===== config.mk =====
export PLATFORM = sky130hd
export DESIGN_NAME = piradspi_sub_engine
export DESIGN_NICKNAME = d
export VERILOG_FILES = /design/src/rtl/piradspi_sub_engine.sv
export SDC_FILE = /design/constraint.sdc
export NUM_CORES = 1
export LEC_CHECK = 0
export ABC_AREA = 0
export CAP_MARGIN = 20
export CORE_UTILIZATION = 49
export DETAILED_ROUTE_END_ITERATION = 6
export PLACE_DENSITY_LB_ADDON = 0.12
export SLEW_MARGIN = 5
export SYNTH_ARGS = -nofsm -noshare
export SYNTH_HDL_FRONTEND = slang
export SYNTH_SLANG_ARGS = --single-unit

===== constraint.sdc =====
create_clock -name clk -period 1.95 [get_ports clk]
set_input_delay 0.2925 -clock clk [delete_from_list [all_inputs] [get_ports clk]]
set_output_delay 0.2925 -clock clk [all_outputs]
set_load 0.005 [all_outputs]

===== src/rtl/piradspi_sub_engine.sv =====
// SPI subordinate engine: oversamples sclk/csn/mosi in the clk domain, deserialises MOSI
// onto the rx AXI-stream and serialises words from the tx AXI-stream onto MISO.
module piradspi_sub_engine #(
    parameter int                    DATA_WIDTH    = 32,
    parameter logic                  CPOL          = 1'b0,
    parameter logic                  CPHA          = 1'b0,
    parameter int                    SYNC_STAGES   = 2,
    parameter logic [DATA_WIDTH-1:0] UNDERRUN_FILL = {DATA_WIDTH{1'b0}}
) (
    input  logic                  clk,
    input  logic                  rst,
    input  logic                  sclk,
    input  logic                  csn,
    input  logic                  mosi,
    output logic                  miso,
    output logic                  miso_oe,
    output logic [DATA_WIDTH-1:0] rx_tdata,
    output logic                  rx_tvalid,
    input  logic                  rx_tready,
    output logic                  rx_tlast,
    input  logic [DATA_WIDTH-1:0] tx_tdata,
    input  logic                  tx_tvalid,
    output logic                  tx_tready,
    output logic                  frame_active,
    output logic                  frame_done,
    output logic                  overrun,
    output logic                  underrun
);
    localparam int CW = $clog2(DATA_WIDTH + 1);

    typedef enum logic [1:0] {
        WAIT_DESELECT = 2'd0,
        IDLE          = 2'd1,
        ACTIVE        = 2'd2,
        FLUSH         = 2'd3
    } state_t;

    state_t                  state_r;
    state_t                  state_next_s;
    logic [SYNC_STAGES-1:0]  sclk_sync_r;
    logic [SYNC_STAGES-1:0]  csn_sync_r;
    logic [SYNC_STAGES-1:0]  mosi_sync_r;
    logic                    sclk_prev_r;
    logic                    sclk_s;
    logic                    csn_s;
    logic                    mosi_s;
    logic                    lead_s;
    logic                    trail_s;
    logic                    sample_s;
    logic                    shift_s;
    logic                    rx_free_s;
    logic [DATA_WIDTH-1:0]   tx_next_s;
    logic [DATA_WIDTH-1:0]   rx_word_s;
    logic [DATA_WIDTH-1:0]   rx_shift_r;
    logic [DATA_WIDTH-1:0]   tx_shift_r;
    logic [CW-1:0]           count_r;
    logic                    load_pend_r;
    logic                    first_r;

    // Input synchronisers; csn resets to "selected" so a frame already in flight is never joined
    always_ff @(posedge clk) begin
        if (rst) begin
            sclk_sync_r <= {SYNC_STAGES{CPOL}};
            csn_sync_r  <= {SYNC_STAGES{1'b0}};
            mosi_sync_r <= {SYNC_STAGES{1'b0}};
            sclk_prev_r <= 1'b0;
        end else begin
            sclk_sync_r <= {sclk_sync_r[SYNC_STAGES-2:0], sclk};
            csn_sync_r  <= {csn_sync_r[SYNC_STAGES-2:0], csn};
            mosi_sync_r <= {mosi_sync_r[SYNC_STAGES-2:0], mosi};
            sclk_prev_r <= sclk_s;
        end
    end

    // Edge decode on the polarity-normalised synced clock, plus datapath helpers
    always_comb begin
        sclk_s  = sclk_sync_r[SYNC_STAGES-1] ^ CPOL;
        csn_s   = csn_sync_r[SYNC_STAGES-1];
        mosi_s  = mosi_sync_r[SYNC_STAGES-1];
        lead_s  = sclk_s & ~sclk_prev_r;
        trail_s = ~sclk_s & sclk_prev_r;
        if (CPHA) begin
            sample_s = trail_s;
            shift_s  = lead_s;
        end else begin
            sample_s = lead_s;
            shift_s  = trail_s;
        end
        tx_next_s = tx_tvalid ? tx_tdata : UNDERRUN_FILL;
        rx_word_s = {rx_shift_r[DATA_WIDTH-2:0], mosi_s};
        rx_free_s = ~rx_tvalid | rx_tready;
    end

    // State register
    always_ff @(posedge clk) begin
        if (rst) begin
            state_r <= WAIT_DESELECT;
        end else begin
            state_r <= state_next_s;
        end
    end

    // Next-state logic
    always_comb begin
        state_next_s = state_r;
        case (state_r)
            WAIT_DESELECT: state_next_s = csn_s ? IDLE : WAIT_DESELECT;
            IDLE:          state_next_s = csn_s ? IDLE : ACTIVE;
            ACTIVE:        state_next_s = csn_s ? FLUSH : ACTIVE;
            FLUSH:         state_next_s = IDLE;
            default:       state_next_s = WAIT_DESELECT;
        endcase
    end

    // Shift registers, bit counter and registered stream/status outputs
    always_ff @(posedge clk) begin
        if (rst) begin
            rx_shift_r   <= {DATA_WIDTH{1'b0}};
            tx_shift_r   <= {DATA_WIDTH{1'b0}};
            count_r      <= {CW{1'b0}};
            load_pend_r  <= 1'b0;
            first_r      <= 1'b0;
            miso         <= 1'b0;
            miso_oe      <= 1'b0;
            rx_tdata     <= {DATA_WIDTH{1'b0}};
            rx_tvalid    <= 1'b0;
            rx_tlast     <= 1'b0;
            tx_tready    <= 1'b0;
            frame_active <= 1'b0;
            frame_done   <= 1'b0;
            overrun      <= 1'b0;
            underrun     <= 1'b0;
        end else begin
            tx_tready  <= 1'b0;
            underrun   <= 1'b0;
            overrun    <= 1'b0;
            frame_done <= 1'b0;
            if (rx_tvalid && rx_tready) begin
                rx_tvalid <= 1'b0;
            end
            case (state_r)
                IDLE: begin
                    if (!csn_s) begin
                        tx_shift_r   <= tx_next_s;
                        miso         <= tx_next_s[DATA_WIDTH-1];
                        tx_tready    <= tx_tvalid;
                        underrun     <= ~tx_tvalid;
                        rx_shift_r   <= {DATA_WIDTH{1'b0}};
                        count_r      <= {CW{1'b0}};
                        load_pend_r  <= 1'b0;
                        first_r      <= 1'b1;
                        miso_oe      <= 1'b1;
                        frame_active <= 1'b1;
                    end
                end
                ACTIVE: begin
                    if (sample_s) begin
                        if (count_r == CW'(DATA_WIDTH - 1)) begin
                            count_r     <= {CW{1'b0}};
                            rx_shift_r  <= {DATA_WIDTH{1'b0}};
                            load_pend_r <= 1'b1;
                            if (rx_free_s) begin
                                rx_tdata  <= rx_word_s;
                                rx_tvalid <= 1'b1;
                                rx_tlast  <= 1'b0;
                            end else begin
                                overrun <= 1'b1;
                            end
                        end else begin
                            rx_shift_r <= rx_word_s;
                            count_r    <= count_r + CW'(1);
                        end
                    end
                    if (shift_s) begin
                        first_r <= 1'b0;
                        if (load_pend_r) begin
                            tx_shift_r  <= tx_next_s;
                            miso        <= tx_next_s[DATA_WIDTH-1];
                            tx_tready   <= tx_tvalid;
                            underrun    <= ~tx_tvalid;
                            load_pend_r <= 1'b0;
                        end else if (CPHA && first_r) begin
                            // CPHA=1: the first leading edge presents the MSB without shifting
                            miso <= tx_shift_r[DATA_WIDTH-1];
                        end else begin
                            tx_shift_r <= {tx_shift_r[DATA_WIDTH-2:0], 1'b0};
                            miso       <= tx_shift_r[DATA_WIDTH-2];
                        end
                    end
                end
                FLUSH: begin
                    count_r      <= {CW{1'b0}};
                    load_pend_r  <= 1'b0;
                    miso         <= 1'b0;
                    miso_oe      <= 1'b0;
                    frame_active <= 1'b0;
                    frame_done   <= 1'b1;
                    if (count_r != {CW{1'b0}}) begin
                        if (rx_free_s) begin
                            rx_tdata  <= rx_shift_r;
                            rx_tvalid <= 1'b1;
                            rx_tlast  <= 1'b1;
                        end else begin
                            overrun <= 1'b1;
                        end
                    end else if (rx_tvalid && !rx_tready) begin
                        rx_tlast <= 1'b1;
                    end
                end
                default: begin
                    miso_oe      <= 1'b0;
                    frame_active <= 1'b0;
                end
            endcase
        end
    end
endmodule

======== After elaboration in Yosys (flattened, before gate mapping) ========
Cells that the tools add are included.
word-level totals
  flip-flop bits (word level) ............. 119
  input port bits ......................... 39
  logic and storage cells ................. 118
  output and inout bits ................... 41
operators by class
  multiplexer cells ....................... 62
  bitwise operators ....................... 8
  equality and inequality tests ........... 13
  $add $sub $neg .......................... 1
  reduce and logical (&&, ||, !) cells .... 16
operators by type and width
  cell                                                 number
  2-to-1 mux 32 bit                                    9
  one-hot mux 32 bit (2 select lines)                  2
  2-to-1 mux 31 bit                                    3
  one-hot mux 31 bit (2 select lines)                  1
  2-to-1 mux 1 bit                                     33
  2-to-1 mux 6 bit                                     3
  one-hot mux 6 bit (3 select lines)                   1
  != test 2 bit, second input constant                 7
  one-hot mux 1 bit (2 select lines)                   6
  AND reduction 3 bit                                  4
  AND reduction 6 bit                                  2
  one-hot mux 2 bit (4 select lines)                   1
  adder 6 x 1 -> 6 bit, second input constant          1
  equality test 6 x 5 -> 1 bit, second input constant  1
  != test 3 bit, second input constant                 2
  one-hot mux 1 bit (3 select lines)                   2
  nonzero test 6 bit                                   1
  inverter 1 bit                                       5
  equality test 2 bit, second input constant           2
  AND reduction 2 bit                                  2
  nonzero test 2 bit                                   2
  nonzero test 3 bit                                   1
  AND 1 bit                                            2
  equality test 2 x 1 -> 1 bit, second input constant  1
  other kinds (5)                                      6

======== Logic depth before layout (Yosys ltp) ========
  depth after elaboration ................. 6
  mapped depth ............................ 8
  depth with buffers taken out ............ 6

======== Worst setup path before layout ========
No wires, ideal clock.
  kind .................................... reg2reg
  from .................................... register state_r[0]
  to ...................................... register tx_shift_r[30]
  data required time ...................... 1858 ps
  period minus slack after synthesis ...... 1813 ps
  cell stages (with the launch flop) ...... 8
  library setup time ...................... 92 ps
  path slack .............................. 137 ps
  arrival ................................. 1721 ps
  path buffers ............................ 1
  cells stage by stage .................... dfxtp_1 inv_1 ha_1 a21bo_2 a21oi_2 clkbuf_1 nor2_1 a311oi_1
on the way
  word-level cells in the longest chain between the ends .. 3
  elaborated cells between the ends (all ways) .. 7
  classes of those cells .................. eq/ne: 4; mux: 1; reduce/logical: 2
RTL lines
  what                                                                        line  RTL
  start, declared                                                             38    state_t state_r;
  start signal, assigned                                                      99    state_r <= state_next_s;
  equality test 2 bit / equality test 2 x 1 -> 1 bit (equally long branches)  141   case (state_r)
  != test 2 bit (no line) / nonzero test 2 bit (equally long branches)        --
  AND reduction 3 bit (no line)                                               --
  end signal, assigned                                                        144   tx_shift_r <= tx_next_s;
  end signal, assigned                                                        177   tx_shift_r <= tx_next_s;
  end signal, assigned                                                        186   tx_shift_r <= {tx_shift_r[DATA_WIDTH-2:0], 1'b0};
  end, declared                                                               55    logic [DATA_WIDTH-1:0] tx_shift_r;
Parallel ways exist; a longest one is shown, timed or not.
A chain may end at the register's enable or synchronous reset.

==> out/results.ini <==
[synth]
syn_nets=648
yosysUniqueCellTypes=46
synth_area_leaders=dfxtp_1 (44%), a311oi_2 (8.2%), nand3_1 (6.1%), mux2i_1 (6.0%), a311oi_1 (5.3%)
synth-xor-area-share_pct=0.160
synth.avg_cell_area_um2=9.07
synth-edff-count=0
synth_top_area_cell=dfxtp_1
synthMuxAreaShare_pct=6.04
yosys.area_share.adder_pct=1.37
async_flop_share_pct=0
ys_seq_area_share_pct=43.6
synth_compound_area_share_pct=24.1
synth_top_family_by_area=compound AO/OA/AOI/OAI gates
synthFlopType=dfxtp_1
netlist_instances=603
syn_area_mm2=0.00547
synth_warnings=0
ys_ff_latch=119
synth_top_area_share_pct=43.6
yosys.area_share.simple_pct=18.6

[die]
die_height_um=108
start_util_pct=50.4
rows=38
io_pins=80
fp.dieW_um=108
core-area_mm2=0.0108
fp.dieArea_mm2=0.0116

[detailed_routing]
first_iter_violations=412
dr.pass1.iters=5
drc=0
vias=4862
routed_wl_mm=13.8
wl_per_cell_um=16.8
postRouteAntennaNets=0
vias_per_cell=5.90

[sta]
hold_viol=0
min_period_ns=1.91
setup_slack_ns=0.0401
finalCritPeriodShare_pct=97.9
whs_ns=0.307
max_freq_ghz=0.524
tightest_slew_ns=0.681
finalSetupTns_ns=0
rsz0062_at_grt=yes
final-setup-viol-count=0
relSlewSlack_pct=54.6
report.final.slew_viol_count=0
clock-skew-final_ns=0.0102

[critical_path]
r2r_setup_slack_ns=0.04
rr_worst_depth=7
required_ns=2.35
criticalPathCategory=flip-flop to flip-flop
worstPathMaxFanout=19
end_kind=flip-flop
arrival_ns=2.31
reg2reg_to=tx_shift_r[19]
start_kind=flip-flop

[cts]
clk_pin_slew_ns=0.05
ctsHoldBuffers=0
cts.path.max_buffers=2
ctsRootBufferMaster=clkbuf_8
cts.sinks=119
numCtsBuffers=17
cts_tree=yes
htree_levels=4
worstSkewPairLatency_ns=0.51

[placement]
dp_slack_ns=0.0161
place_hpwl_mm=7.94
place_congestion=0.834
io_buffers=79

[grt]
grt_max_degree=54
grt_util_all_layers_pct=23.6
busiest_layer=met2
grt-ovfl-total=0
use_met1_pct=31.2
met2_usage_pct=37.4
use_met3_pct=5.93
antenna_found_initial=0
grt_pass1_wl_mm=21.7
grt_pass1_vias=4532

[worst_hold_path]
hold_depth=2
hold_class=input port to flip-flop
min_from=rst
hold_end=sclk_prev_r

[cells_and_area]
final_cell_mix=dfxtp_1 (118), clkdlybuf4s50_1 (78), nand2_1 (68), nand3_1 (67), nor2_1 (45)
drive_gt1_share_pct=15.5
n_antenna_cell=0
nFillCells=878
final_nets=717
regArea_mm2=0.00238
final_common_cell=dfxtp_1
multiInputGateArea_mm2=0.00278
syn_to_final_growth_pct=31.6

[power_and_ir_drop]
pwr-share-clk_pct=52.3
p_seq_share_pct=42.8
p_switching_mw=1.21
combPwrFrac_pct=4.9
p_int_mw=4.61
p_leak_nw=2.25
power_density_mw_per_mm2=808
swShare_pct=20.8
ir_drop_mv=0.541

[flow_run]
cap_violations=0

[run_status]
outcome=complete, no violations

## kinds of logic after synthesis
| kind of cell | count (synthesis) |
|---|---|
| muxes | 33 |
| adders and majority gates | 6 |
| DFF | 119 |
| xor gates and xnor gates | 1 |
| and+or+nand+nor | 214 |
| AOI/OAI and AO/OA | 158 |
| buffers and inverters | 72 |
## area by class of cell
class | instances | share of cell area (%)
inverter | 8 | 0.417
timing repair buffer | 113 | 17.3
clock inverter | 9 | 1.74
tap | 140 | 2.44
sequential | 119 | 33.1
clock buffer | 22 | 6.30
multi-input combinational | 413 | 38.7
## power groups by stage
stage          Combinational (mW)  Clock [mW]  Sequential [mW]
6_report                    0.288        3.04             2.49
5_1_grt                     0.313        3.21             2.49
4_1_cts                     0.277        3.08             2.49
3_5_place_dp                0.275           0             2.54
3_3_place_gp                0.271           0             2.54
2_1_floorplan               0.144           0             2.53
## cells in the mapped netlist, types with 2 or more instances
master,count
dfxtp_1,119
nand3_1,67
buf_2,16
a41oi_1,2
nor3_1,4
nor2b_1,10
o21ai_0,2
nand4_1,2
a311oi_2,30
buf_6,5
nor2_1,45
a21oi_1,43
o21a_1,2
a21o_1,3
a211oi_1,2
buf_1,5
nand2_1,68
clkbuf_1,37
inv_1,7
mux2i_1,33
or4_1,2
a311oi_1,33
nand3b_1,2
a31oi_1,32
nand2b_1,6
ha_1,6
## worst max-delay path by stage
stage,slack [ns],start,endpoint,depth (start not counted)
detailed placement,0.02,state_r[0],rx_tdata[19],7
global route,-0.04,flip-flop,tx_shift_r[15],7
global placement,0.05,rx_tready,rx_tdata[11],4
finish,0.04,flip-flop,tx_shift_r[19],7
CTS,-0.01,count_r[0],rx_tdata[19],7
floorplan,0.14,state_r[0],tx_shift_r[30],7
## repair_timing
| action | in CTS | in global routing |
|---|---|---|
| setup buffers | 0 | 7 |
| resized for setup | 0 | 9 |
| pin swaps | 0 | 3 |
| endpoints found under the setup margin | 1 | 68 |
| gates cloned | 0 | 4 |
## routing by layer
layer	vias up	part of all wire, %
met5	-	0
met1	2357	47
met3	9	4.9
met2	125	47
li1	2371	-
met4	0	0.89
## flip-flops by register name, indices dropped and copies added, names as in the netlist, 2 cells and up, named ones only
signal,cells
rx_tdata,32
sclk_sync_r,2
count_r,6
tx_shift_r,31
csn_sync_r,2
mosi_sync_r,2
rx_shift_r,32
## worst max-delay path, cell delays in order (launching register included)
cell      delay [ns]
dfxtp_1         0.38
inv_1           0.08
ha_1            0.31
a21bo_2         0.27
a21oi_4         0.23
buf_12          0.19
nor2_1          0.05
a311oi_1        0.27
## metrics by stage
stage,instance area [um^2],power (mW),utilization [%],instances
after floorplan,5470,2.68,-,603
final,7190,5.82,66.4,824
after detailed placement,6430,2.81,59.4,782
after global routing,7190,6.02,66.4,824
after global placement,6430,2.81,59.4,782
after CTS,7010,5.84,64.7,813
Power figures use the tool's default switching activity.
